### src/rtl/morse_key_encoder.sv
// Morse key encoder: accepts one ASCII character per handshake and plays it
// as timed key-down (mark) / key-up (gap) intervals on key_out.
module morse_key_encoder #(
    parameter int UNIT_CYCLES = 12_500_000
) (
    input  logic       clk,
    input  logic       reset,
    input  logic [7:0] char_in,
    input  logic       char_valid,
    output logic       char_ready,
    output logic       key_out,
    output logic       sym_dash,
    output logic       busy,
    output logic       char_done,
    output logic       bad_char
);

    // Timer must hold the longest interval (word gap, 7 units) minus one.
    localparam int TW = $clog2(7 * UNIT_CYCLES + 1);

    localparam logic [TW-1:0] DOT_LOAD  = TW'(UNIT_CYCLES - 1);
    localparam logic [TW-1:0] DASH_LOAD = TW'(3 * UNIT_CYCLES - 1);
    localparam logic [TW-1:0] LGAP_LOAD = TW'(3 * UNIT_CYCLES - 1);
    localparam logic [TW-1:0] WGAP_LOAD = TW'(7 * UNIT_CYCLES - 1);

    typedef enum logic [2:0] {
        ST_IDLE = 3'd0,
        ST_MARK = 3'd1,
        ST_SGAP = 3'd2,
        ST_LGAP = 3'd3,
        ST_WGAP = 3'd4,
        ST_ERR  = 3'd5
    } state_t;

    state_t         state_q, state_d;
    logic [TW-1:0]  timer_q, timer_d;
    logic [4:0]     shreg_q, shreg_d;    // bit 4 is the symbol being (or about to be) sent
    logic [2:0]     remain_q, remain_d;  // symbols still to send after the current one

    logic           char_ready_q, char_ready_d;
    logic           key_out_q, key_out_d;
    logic           sym_dash_q, sym_dash_d;
    logic           busy_q, busy_d;
    logic           char_done_q, char_done_d;
    logic           bad_char_q, bad_char_d;

    logic [7:0]     ch_upper;
    logic [2:0]     code_len;
    logic [4:0]     code_pat;     // right-aligned, 1 = dash
    logic [4:0]     code_aligned; // left-aligned so the first symbol sits in bit 4
    logic           is_space;
    logic           is_supported;

    // Code ROM: fold lowercase onto uppercase, then look up length and pattern.
    always_comb begin
        ch_upper = char_in;
        if (char_in >= 8'h61 && char_in <= 8'h7A) begin
            ch_upper = char_in - 8'h20;
        end
        code_len = 3'd0;
        code_pat = 5'b00000;
        case (ch_upper)
            8'h41: {code_len, code_pat} = {3'd2, 5'b00001}; // A .-
            8'h42: {code_len, code_pat} = {3'd4, 5'b01000}; // B -...
            8'h43: {code_len, code_pat} = {3'd4, 5'b01010}; // C -.-.
            8'h44: {code_len, code_pat} = {3'd3, 5'b00100}; // D -..
            8'h45: {code_len, code_pat} = {3'd1, 5'b00000}; // E .
            8'h46: {code_len, code_pat} = {3'd4, 5'b00010}; // F ..-.
            8'h47: {code_len, code_pat} = {3'd3, 5'b00110}; // G --.
            8'h48: {code_len, code_pat} = {3'd4, 5'b00000}; // H ....
            8'h49: {code_len, code_pat} = {3'd2, 5'b00000}; // I ..
            8'h4A: {code_len, code_pat} = {3'd4, 5'b00111}; // J .---
            8'h4B: {code_len, code_pat} = {3'd3, 5'b00101}; // K -.-
            8'h4C: {code_len, code_pat} = {3'd4, 5'b00100}; // L .-..
            8'h4D: {code_len, code_pat} = {3'd2, 5'b00011}; // M --
            8'h4E: {code_len, code_pat} = {3'd2, 5'b00010}; // N -.
            8'h4F: {code_len, code_pat} = {3'd3, 5'b00111}; // O ---
            8'h50: {code_len, code_pat} = {3'd4, 5'b00110}; // P .--.
            8'h51: {code_len, code_pat} = {3'd4, 5'b01101}; // Q --.-
            8'h52: {code_len, code_pat} = {3'd3, 5'b00010}; // R .-.
            8'h53: {code_len, code_pat} = {3'd3, 5'b00000}; // S ...
            8'h54: {code_len, code_pat} = {3'd1, 5'b00001}; // T -
            8'h55: {code_len, code_pat} = {3'd3, 5'b00001}; // U ..-
            8'h56: {code_len, code_pat} = {3'd4, 5'b00001}; // V ...-
            8'h57: {code_len, code_pat} = {3'd3, 5'b00011}; // W .--
            8'h58: {code_len, code_pat} = {3'd4, 5'b01001}; // X -..-
            8'h59: {code_len, code_pat} = {3'd4, 5'b01011}; // Y -.--
            8'h5A: {code_len, code_pat} = {3'd4, 5'b01100}; // Z --..
            8'h30: {code_len, code_pat} = {3'd5, 5'b11111}; // 0
            8'h31: {code_len, code_pat} = {3'd5, 5'b01111}; // 1
            8'h32: {code_len, code_pat} = {3'd5, 5'b00111}; // 2
            8'h33: {code_len, code_pat} = {3'd5, 5'b00011}; // 3
            8'h34: {code_len, code_pat} = {3'd5, 5'b00001}; // 4
            8'h35: {code_len, code_pat} = {3'd5, 5'b00000}; // 5
            8'h36: {code_len, code_pat} = {3'd5, 5'b10000}; // 6
            8'h37: {code_len, code_pat} = {3'd5, 5'b11000}; // 7
            8'h38: {code_len, code_pat} = {3'd5, 5'b11100}; // 8
            8'h39: {code_len, code_pat} = {3'd5, 5'b11110}; // 9
            default: {code_len, code_pat} = {3'd0, 5'b00000};
        endcase
        code_aligned = code_pat << (3'd5 - code_len);
        is_space     = (char_in == 8'h20);
        is_supported = (code_len != 3'd0);
    end

    // Next-state, timer, symbol shifter and next-cycle output values.
    always_comb begin
        state_d  = state_q;
        timer_d  = timer_q;
        shreg_d  = shreg_q;
        remain_d = remain_q;

        case (state_q)
            ST_IDLE: begin
                if (char_valid) begin
                    if (is_space) begin
                        state_d = ST_WGAP;
                        timer_d = WGAP_LOAD;
                    end else if (is_supported) begin
                        state_d  = ST_MARK;
                        shreg_d  = code_aligned;
                        remain_d = code_len - 3'd1;
                        timer_d  = code_aligned[4] ? DASH_LOAD : DOT_LOAD;
                    end else begin
                        state_d = ST_ERR;
                    end
                end
            end
            ST_MARK: begin
                if (timer_q == '0) begin
                    if (remain_q != 3'd0) begin
                        state_d  = ST_SGAP;
                        timer_d  = DOT_LOAD;
                        shreg_d  = {shreg_q[3:0], 1'b0};
                        remain_d = remain_q - 3'd1;
                    end else begin
                        state_d = ST_LGAP;
                        timer_d = LGAP_LOAD;
                    end
                end else begin
                    timer_d = timer_q - 1'b1;
                end
            end
            ST_SGAP: begin
                if (timer_q == '0) begin
                    state_d = ST_MARK;
                    timer_d = shreg_q[4] ? DASH_LOAD : DOT_LOAD;
                end else begin
                    timer_d = timer_q - 1'b1;
                end
            end
            ST_LGAP, ST_WGAP: begin
                if (timer_q == '0) begin
                    state_d = ST_IDLE;
                end else begin
                    timer_d = timer_q - 1'b1;
                end
            end
            ST_ERR: begin
                state_d = ST_IDLE;
            end
            default: begin
                state_d = ST_IDLE;
            end
        endcase

        // Outputs are computed from the next state so they are flops, not decodes.
        char_ready_d = (state_d == ST_IDLE);
        key_out_d    = (state_d == ST_MARK);
        sym_dash_d   = (state_d == ST_MARK) && shreg_d[4];
        busy_d       = (state_d == ST_MARK) || (state_d == ST_SGAP) ||
                       (state_d == ST_LGAP) || (state_d == ST_WGAP);
        char_done_d  = ((state_d == ST_LGAP) || (state_d == ST_WGAP)) && (timer_d == '0);
        bad_char_d   = (state_d == ST_ERR);
    end

    // State, timer and registered outputs with synchronous reset.
    always_ff @(posedge clk) begin
        if (reset) begin
            state_q      <= ST_IDLE;
            timer_q      <= '0;
            shreg_q      <= '0;
            remain_q     <= '0;
            char_ready_q <= 1'b1;
            key_out_q    <= 1'b0;
            sym_dash_q   <= 1'b0;
            busy_q       <= 1'b0;
            char_done_q  <= 1'b0;
            bad_char_q   <= 1'b0;
        end else begin
            state_q      <= state_d;
            timer_q      <= timer_d;
            shreg_q      <= shreg_d;
            remain_q     <= remain_d;
            char_ready_q <= char_ready_d;
            key_out_q    <= key_out_d;
            sym_dash_q   <= sym_dash_d;
            busy_q       <= busy_d;
            char_done_q  <= char_done_d;
            bad_char_q   <= bad_char_d;
        end
    end

    assign char_ready = char_ready_q;
    assign key_out    = key_out_q;
    assign sym_dash   = sym_dash_q;
    assign busy       = busy_q;
    assign char_done  = char_done_q;
    assign bad_char   = bad_char_q;

endmodule

### config.mk
export PLATFORM = sky130hd
export DESIGN_NAME = morse_key_encoder
export DESIGN_NICKNAME = d
export VERILOG_FILES = /design/src/rtl/morse_key_encoder.sv
export SDC_FILE = /design/constraint.sdc
export NUM_CORES = 1
export LEC_CHECK = 0
export CAP_MARGIN = 10
export CORE_ASPECT_RATIO = 1.25
export CORE_MARGIN = 4
export CORE_UTILIZATION = 40
export DETAILED_ROUTE_END_ITERATION = 8
export PLACE_DENSITY = 0.56
export SYNTH_ARGS = -nofsm -noshare
export SYNTH_HDL_FRONTEND = slang
export SYNTH_SLANG_ARGS = --single-unit
### constraint.sdc
create_clock -name clk -period 8.6 [get_ports clk]
set_input_delay 1.72 -clock clk [delete_from_list [all_inputs] [get_ports clk]]
set_output_delay 1.72 -clock clk [all_outputs]
set_load 0.005 [all_outputs]
==> results of run 1 <==
-- sequential cells by signal, summed over array words and instances, names as in the netlist --
signal / cells
char_done: 1
key_out: 1
timer_q: 27
state_q: 3
remain_q: 3
char_ready: 1
bad_char: 1
busy: 1
shreg_q: 5
sym_dash: 1
-- final cells by class --
class                           count  area, sq um  share of cell area
Timing Repair Buffer               18        175.2             0.04014
Clock buffer                        5        125.1             0.02867
Inverter                           15        56.30             0.01290
Clock inverter                      3        47.55             0.01089
Multi-Input combinational cell    451         2922              0.6694
Tap cell                          126        157.7             0.03612
Sequential cell                    44        880.8              0.2018
-- stage by stage --
step	cell area, sq um	hold slack (ns)	total power, uW
3_3_place_gp	4192	0.4441	1627
6_report	4364	0.4528	1889
2_1_floorplan	4041	0.4316	1313
5_1_grt	4364	0.4797	2015
4_1_cts	4364	0.4579	1859
3_5_place_dp	4192	0.4480	1623
-- cells in the final DEF (no fill, tap or decap), types with 7 or more instances in the layout --
| cell | count |
|---|---|
| clkdlybuf4s50_1 | 16 |
| nor2b_1 | 19 |
| nor2_1 | 62 |
| o21ai_1 | 7 |
| a21oi_1 | 50 |
| a31oi_1 | 12 |
| o211ai_1 | 7 |
| nor3_1 | 24 |
| nand3_1 | 17 |
| dfxtp_1 | 44 |
| ha_1 | 11 |
| o22ai_1 | 9 |
| inv_1 | 13 |
| a22oi_1 | 8 |
| o21ai_0 | 26 |
| nand2_1 | 43 |
-- per-layer routing --
metal | vias up | global-route usage
li1 | 2031 | -
met1 | 1982 | 0.2683
met2 | 165 | 0.3884
met3 | 39 | 0.03116
met4 | 0 | 0.1004
met5 | - | 0
-- report_power, final --
part	internal (uW)	switching [uW]	leakage, uW
clock network	138	89.8	0.0000840
logic	455	827	0.00111
registers	271	108	0.000359
total	864	1020	0.00156
-- cell families after synthesis --
group,Yosys count,share of synthesized area
compound gates,186,0.3245
flops,44,0.2180
simple gates,240,0.3303
xor+xnor,5,0.01084
fa+ha+maj,11,0.03406
buf+inv,42,0.05913
mux,9,0.02322
-- how the worst max path moves through the flow --
| stage | from | to | slack, ns | cells after the start |
|---|---|---|---|---|
| global route | char_in[1] | char_done | 2.65 | 12 |
| finish | char_in[1] | char_done | 2.96 | 12 |
| detailed placement | char_in[1] | char_done | 2.71 | 12 |
| CTS | char_in[1] | char_done | 3.01 | 12 |
| global placement | char_in[1] | char_done | 2.80 | 12 |
| floorplan | char_in[1] | char_done | 4.16 | 13 |
-- critical path, cell delays in order --
cell and delay (ns):
clkdlybuf4s50_1 0.81, inv_1 0.16, ha_1 0.27, inv_1 0.09, nand3_1 0.21, a31oi_1 0.66, o211ai_2 0.35, or2_1 0.34
a31oi_1 0.32, nand4_1 0.13, or4_1 0.54, nor4_2 0.24
==> impl_metrics.ini, run 1 <==
[critical_path]
critical_path.reg2reg.endpoint = char_done
crit_arrival_ns = 5.85
worstPathRequired_ns = 8.81
ff2ff_path_depth = 11
crit_type = input pin to register
worst_setup_path_end_kind = register
crit_path_max_fanout = 16
worst_r2r_startpoint = timer_q[16]
regToRegSetupSlack_ns = 4.19
start_kind = input pin

[clock_network]
postCtsSetupRepairBufs = 0
post_cts_resized = 0
clk_latency_ns = 0.30
cts_buffer_depth = 2
htreeDepth = 2
clock-sinks = 44
cts_buffers = 5
path_clk_slew_ns = 0.07
hold_buffers = 0
cts_tree = yes
clockRootBuffer = clkbuf_16

[placement]
place_congestion = 0.9542
hpwl_mm = 9.920
place_inst = 654
portBuffers = 16
place_ws_ns = 2.713

[final_layout]
layout.cells.non_filler = 662
fin_util = 0.4472
diodes = 0
drive_gt1_frac = 0.1138
fin_nets = 557
areaGrowthSynthToFinish_pct = 7.988
n_fill_cell = 1016

[sta]
fmax_ghz = 0.1772
fin_crit_ns = 5.644
maxSlewViolCount = 0
rsz0062_at_grt = false
tightest_slew_ns = 0.9742
slew_headroom = 0.3482
setup_ws_ns = 2.956
report.final.setup_viol = 0
fin_tns_setup_ns = 0
period_share = 0.6563
hold_violations = 0
finClkSkew_ns = 0.005568

[synthesis]
ys_ff_latch = 44
synth_ff_type = dfxtp_1
synth_edf_count = 0
ys_types = 89
synth_nets = 559
synthArstFlopShare = 0
synth_area_sq_mm = 0.004041
synth.most_common_cell = nor2_1
synthCells = 537
ys_top_cells_by_area = dfxtp_1, a21oi_1, nor2_1
ys_seq_area_frac = 0.2180
synthTopCellsByCount = nor2_1, a21oi_1, dfxtp_1
yosys_warnings = 0
synth_top_area_frac = 0.2180
syn_avg_cell_area_sq_um = 7.526
yosys.area.top_type = dfxtp_1

[drt]
drt_pre_antenna_iters = 7
drcViolationCount = 0
totalWireLength_mm = 13.31
wl_met1_mm = 5.404
wl_met3_microns = 753
wl_met2_mm = 6.579
drt_iter0_drc = 370
via_per_inst = 6.370
drtAntennaViolNets = 0
top_layer_used = met4
wl_per_cell_microns = 20.10
vias = 4217

[global_route]
grt_pass1_vias = 3897
overflow = 0
antenna_found_initial = 0
track_usage = 0.2222
grt_pass1_wl_mm = 21.07
grt_max_degree = 40

[die]
io_pins = 17
coreArea_sq_mm = 0.009759
die_x_microns = 97.91
die_area_sq_mm = 0.01179
rows = 40
die_y_microns = 120.4
initial_core_util = 0.4141

[power_and_ir_drop]
ir_drop_v = 0.0001498
leakagePower_uw = 0.001558
p_per_area_mw_per_mm2 = 432.8

[worst_hold_path]
whs_endpoint = shreg_q[2]
hold_class = register to register
min_delay_path_depth = 2
hold_start = shreg_q[2]

[status]
status = completed

[flow_run]
maxCapViolCount = 0
(Power assumes the default switching activity.)
==> run 2: changes to the inputs <==
==> constraint.sdc (replaced) <==
create_clock -name clk -period 5.4 [get_ports clk]
set_input_delay 1.08 -clock clk [delete_from_list [all_inputs] [get_ports clk]]
set_output_delay 1.08 -clock clk [all_outputs]
set_load 0.005 [all_outputs]
==> impl_metrics.ini, run 2 (synthesis gave the netlist of run 1 again) <==
[drt]
totalWireLength_mm = 13.51
top_layer_used = met4
drt_pre_antenna_iters = 5
wl_per_cell_microns = 20.19
wl_met3_microns = 768
vias = 4243
via_per_inst = 6.342
drtAntennaViolNets = 0
drcViolationCount = 0
wl_met2_mm = 6.571
wl_met1_mm = 5.405
drt_iter0_drc = 375

[final_layout]
diodes = 0
final_cell_mix = nor2_1, a21oi_1, dfxtp_1
drive_gt1_frac = 0.1252
fin_util = 0.4496
reg_top3 = timer_q: 27 flops, shreg_q: 5 flops
final_common_cell = nor2_1
top_register = timer_q
fin_nets = 564
areaGrowthSynthToFinish_pct = 8.576
largest_register_ff_count = 27
n_fill_cell = 1019

[power_and_ir_drop]
total_power_uw = 2974
leakagePower_uw = 0.001582
p_per_area_mw_per_mm2 = 677.7
ir_drop_v = 0.0002044

[die]
die_y_microns = 120.4
die_area_sq_mm = 0.01179
io_pins = 17
rows = 40
coreArea_sq_mm = 0.009759
initial_core_util = 0.4141
die_x_microns = 97.91

[critical_path]
ff2ff_path_depth = 10
crit_type = input pin to register
start_kind = input pin
crit_path_max_fanout = 9
worstPathRequired_ns = 5.60
worst_r2r_startpoint = state_q[2]
cp-startpoint = char_in[0]
worst_setup_path_end_kind = register
crit_arrival_ns = 5.14

[sta]
slew_headroom = 0.3570
fmax_ghz = 0.2027
period_share = 0.9135
tightest_slew_ns = 0.9610
hold_violations = 0
finClkSkew_ns = 0.009472
fin_crit_ns = 4.933
report.final.setup_viol = 0
maxSlewViolCount = 0
fin_tns_setup_ns = 0
setup_ws_ns = 0.4673
rsz0062_at_grt = false

[clock_network]
htreeDepth = 2
cts_buffer_depth = 2
postCtsSetupRepairBufs = 0
post_cts_resized = 0
clk_latency_ns = 0.30
cts_tree = yes
hold_buffers = 0
clockRootBuffer = clkbuf_16
cts_buffers = 5
path_clk_slew_ns = 0.06
clock-sinks = 44

[status]
status = completed

[global_route]
antenna_found_initial = 0
track_usage = 0.2283
grt_max_degree = 40
grt_pass1_wl_mm = 21.58
overflow = 0
grt_pass1_vias = 4048

[placement]
place_congestion = 0.9865
portBuffers = 16
place_ws_ns = 0.2744
hpwl_mm = 10.21

[flow_run]
maxCapViolCount = 0

[worst_hold_path]
hold_start = shreg_q[2]
hold_class = register to register
min_delay_path_depth = 2
## run 2: changes by cell type in the layout (fill, tap and decap cells not counted), sizes merged
cell,previous run,this run
buf,2,9
bufinv,1,0
clkinv,2,3
## run 2: stage by stage
| stage | cells | hold WS, ns | instance area [sq um] |
|---|---|---|---|
| after floorplan | 537 | 0.4316 | 4041 |
| after global placement | 661 | 0.4456 | 4244 |
| after detailed placement | 661 | 0.4529 | 4244 |
| after CTS | 669 | 0.4621 | 4388 |
| after global routing | 669 | 0.4808 | 4388 |
| final | 669 | 0.4617 | 4388 |
## run 2: layout make-up
type / instances / area, sq um / share of cell area
repair buffers: 25 / 227.7 / 0.05190
well taps: 126 / 157.7 / 0.03593
clock buffers: 5 / 125.1 / 0.02851
multi-input cells: 451 / 2922 / 0.6658
flip-flops and latches: 44 / 880.8 / 0.2007
clock inverters: 3 / 18.77 / 0.004277
inverters: 15 / 56.30 / 0.01283
## run 2: routing by layer
metal / GRT usage / vias up
li1: - / 2022
met1: 0.2728 / 1982
met2: 0.3807 / 187
met3: 0.03635 / 52
met4: 0.1411 / 0
met5: 0 / -
## run 2: power by group
| group | leakage, uW | switching [uW] | total (uW) | internal, uW |
|---|---|---|---|---|
| clock network | 0.0000736 | 137 | 308 | 171 |
| logic | 0.00115 | 1320 | 2060 | 743 |
| registers | 0.000359 | 173 | 604 | 432 |
| total | 0.00158 | 1630 | 2970 | 1350 |
## run 2: critical path, stage by stage
cell	delay, ns
clkdlybuf4s50_1	0.57
inv_1	0.22
ha_1	0.27
nor2b_1	0.07
o21bai_1	0.43
a31o_2	0.35
o21ai_0	0.12
o21ai_1	0.41
or2_0	0.46
and3_1	0.28
nand4_1	0.09
or4_1	0.53
nor4_2	0.25
## run 2: final timing paths
| kind | slack, ns | endpoint |
|---|---|---|
| max | 0.47 | char_done |
| min | 0.46 | shreg_q[2] |
| max reg2reg | 1.46 | char_done |
| min reg2reg | 0.46 | shreg_q[2] |
==> run 3: changes to the inputs <==
--- a/config.mk
+++ b/config.mk
@@ -7,7 +7,6 @@
 export LEC_CHECK = 0
 export CAP_MARGIN = 10
 export CORE_ASPECT_RATIO = 1.25
-export CORE_MARGIN = 4
 export CORE_UTILIZATION = 40
 export DETAILED_ROUTE_END_ITERATION = 8
 export PLACE_DENSITY = 0.56
==> impl_metrics.ini, run 3 (synthesis gave the netlist of run 1 again) <==
[power_and_ir_drop]
swShare = 0.5434
switching_power_uw = 1655
clockPowerShare = 0.121
intPower_uw = 1390
leakagePower_uw = 0.001584
p_per_area_mw_per_mm2 = 690.8
pwr-share-seq = 0.193
ir_drop_v = 0.0002595
p_comb_frac = 0.686

[drt]
drt_iter0_drc = 344
drtAntennaViolNets = 0
drcViolationCount = 0
via_per_inst = 6.452
wl_met3_microns = 822
totalWireLength_mm = 13.40
wl_met1_mm = 5.381
vias = 4310
wl_per_cell_microns = 20.05
drt_pre_antenna_iters = 5
top_layer_used = met4
wl_met2_mm = 6.435

[sta]
report.final.setup_viol = 0
fin_tns_setup_ns = 0
rsz0062_at_grt = false
slew_headroom = 0.3791
finClkSkew_ns = 0.005026
hold_violations = 0
tightest_slew_ns = 0.9279
fmax_ghz = 0.2019
maxSlewViolCount = 0
period_share = 0.9170
fin_crit_ns = 4.952

[final_layout]
fin_nets = 563
final_cell_mix = nor2_1, a21oi_1, dfxtp_1
drive_gt1_frac = 0.1236
final_common_cell = nor2_1
diodes = 0
largest_register_ff_count = 27
reg_top3 = timer_q: 27 flops, shreg_q: 5 flops
fin_util = 0.4540
areaGrowthSynthToFinish_pct = 9.071
top_register = timer_q

[die]
initial_core_util = 0.4162
rows = 40
die_x_microns = 91.91
die_y_microns = 114.4
io_pins = 17
die_area_sq_mm = 0.01051
coreArea_sq_mm = 0.009709

[global_route]
overflow = 0
grt_pass1_vias = 4020
track_usage = 0.2551
grt_pass1_wl_mm = 20.95
grt_max_degree = 40
antenna_found_initial = 0

[placement]
hpwl_mm = 10.00
portBuffers = 16
place_congestion = 0.9454

[clock_network]
clk_latency_ns = 0.30
htreeDepth = 2
cts_buffer_depth = 2
hold_buffers = 0
post_cts_resized = 0
cts_buffers = 5
clock-sinks = 44
cts_tree = yes
path_clk_slew_ns = 0.07
clockRootBuffer = clkbuf_16
postCtsSetupRepairBufs = 0

[flow_run]
maxCapViolCount = 0

[critical_path]
crit_slowest_cell = clkdlybuf4s50_1
max_stage_delay_ns = 0.55
crit_path_max_fanout = 9
crit_type = input pin to register
cp_cell_sequence = clkdlybuf4s50_1 > inv_1 > ha_1 > nor2b_1 > o21bai_1 > a31o_2 > o21ai_0 > o21ai_1 > or2_0 > and3_1 > nand4_1 > or4_1 > nor4_2
crit_family = simple AND/OR/NAND/NOR gates
crit_arrival_ns = 5.17
start_kind = input pin
worstPathRequired_ns = 5.62
worst_setup_path_end_kind = register
cp_num_buf_inv = 2

[worst_hold_path]
hold_class = register to register

[status]
status = completed
-- run 3: cell count changes in the layout (fill, tap and decap cells not counted) --
cell and change:
clkinvlp_4 +1, bufinv_16 +1, inv_6 +1, buf_4 -1, clkinv_4 -1, clkinv_2 -2
-- run 3: layer usage --
metal / vias up / GRT usage
met5: - / 0
met4: 0 / 0.1573
met3: 57 / 0.03586
met2: 206 / 0.4413
met1: 2018 / 0.2964
li1: 2029 / -
-- run 3: worst reg2reg max path: stages (launching register included) --
cell,delay (ns)
dfxtp_1,0.37
buf_4,0.23
nor3_1,0.77
nor2_1,0.46
o31ai_2,0.29
a21boi_4,0.35
a31oi_1,0.06
o22ai_1,0.21
o21ai_0,0.25
or4b_2,0.74
nor4_2,0.14
-- run 3: power groups by stage --
stage | sequential (uW) | combinational, uW | clock [uW]
final | 588 | 2090 | 368
after global routing | 605 | 2240 | 383
after CTS | 583 | 2030 | 371
after detailed placement | 590 | 2020 | 0
after global placement | 588 | 2030 | 0
after floorplan | 539 | 1550 | 0
-- run 3: worst paths after layout --
kind / from / slack, ns / depth (start not counted) / to
max: char_in[0] / 0.45 / 13 / char_done
min: shreg_q[2] / 0.46 / 2 / shreg_q[2]
max reg2reg: state_q[2] / 1.45 / 10 / char_done
min reg2reg: shreg_q[2] / 0.46 / 2 / shreg_q[2]
-- run 3: stage by stage --
| stage | hold slack (ns) | area (sq um) | instances | worst slack [ns] | power, uW |
|---|---|---|---|---|---|
| 3_5_place_dp | 0.4499 | 4237 | 660 | 0.2698 | 2606 |
| 2_1_floorplan | 0.4316 | 4041 | 537 | 1.597 | 2090 |
| 5_1_grt | 0.4916 | 4408 | 668 | 0.3332 | 3230 |
| 4_1_cts | 0.4597 | 4408 | 668 | 0.5602 | 2984 |
| 3_3_place_gp | 0.4407 | 4237 | 660 | 0.2679 | 2620 |
| 6_report | 0.4563 | 4408 | 668 | 0.4481 | 3045 |
-- run 3: cell type report --
type | instances | area, sq um
multi-input cells | 451 | 2922
inverters | 15 | 56.30
well taps | 126 | 157.7
clock inverters | 3 | 46.29
fillers | 1028 | 5301
repair buffers | 24 | 220.2
clock buffers | 5 | 125.1
flip-flops and latches | 44 | 880.8
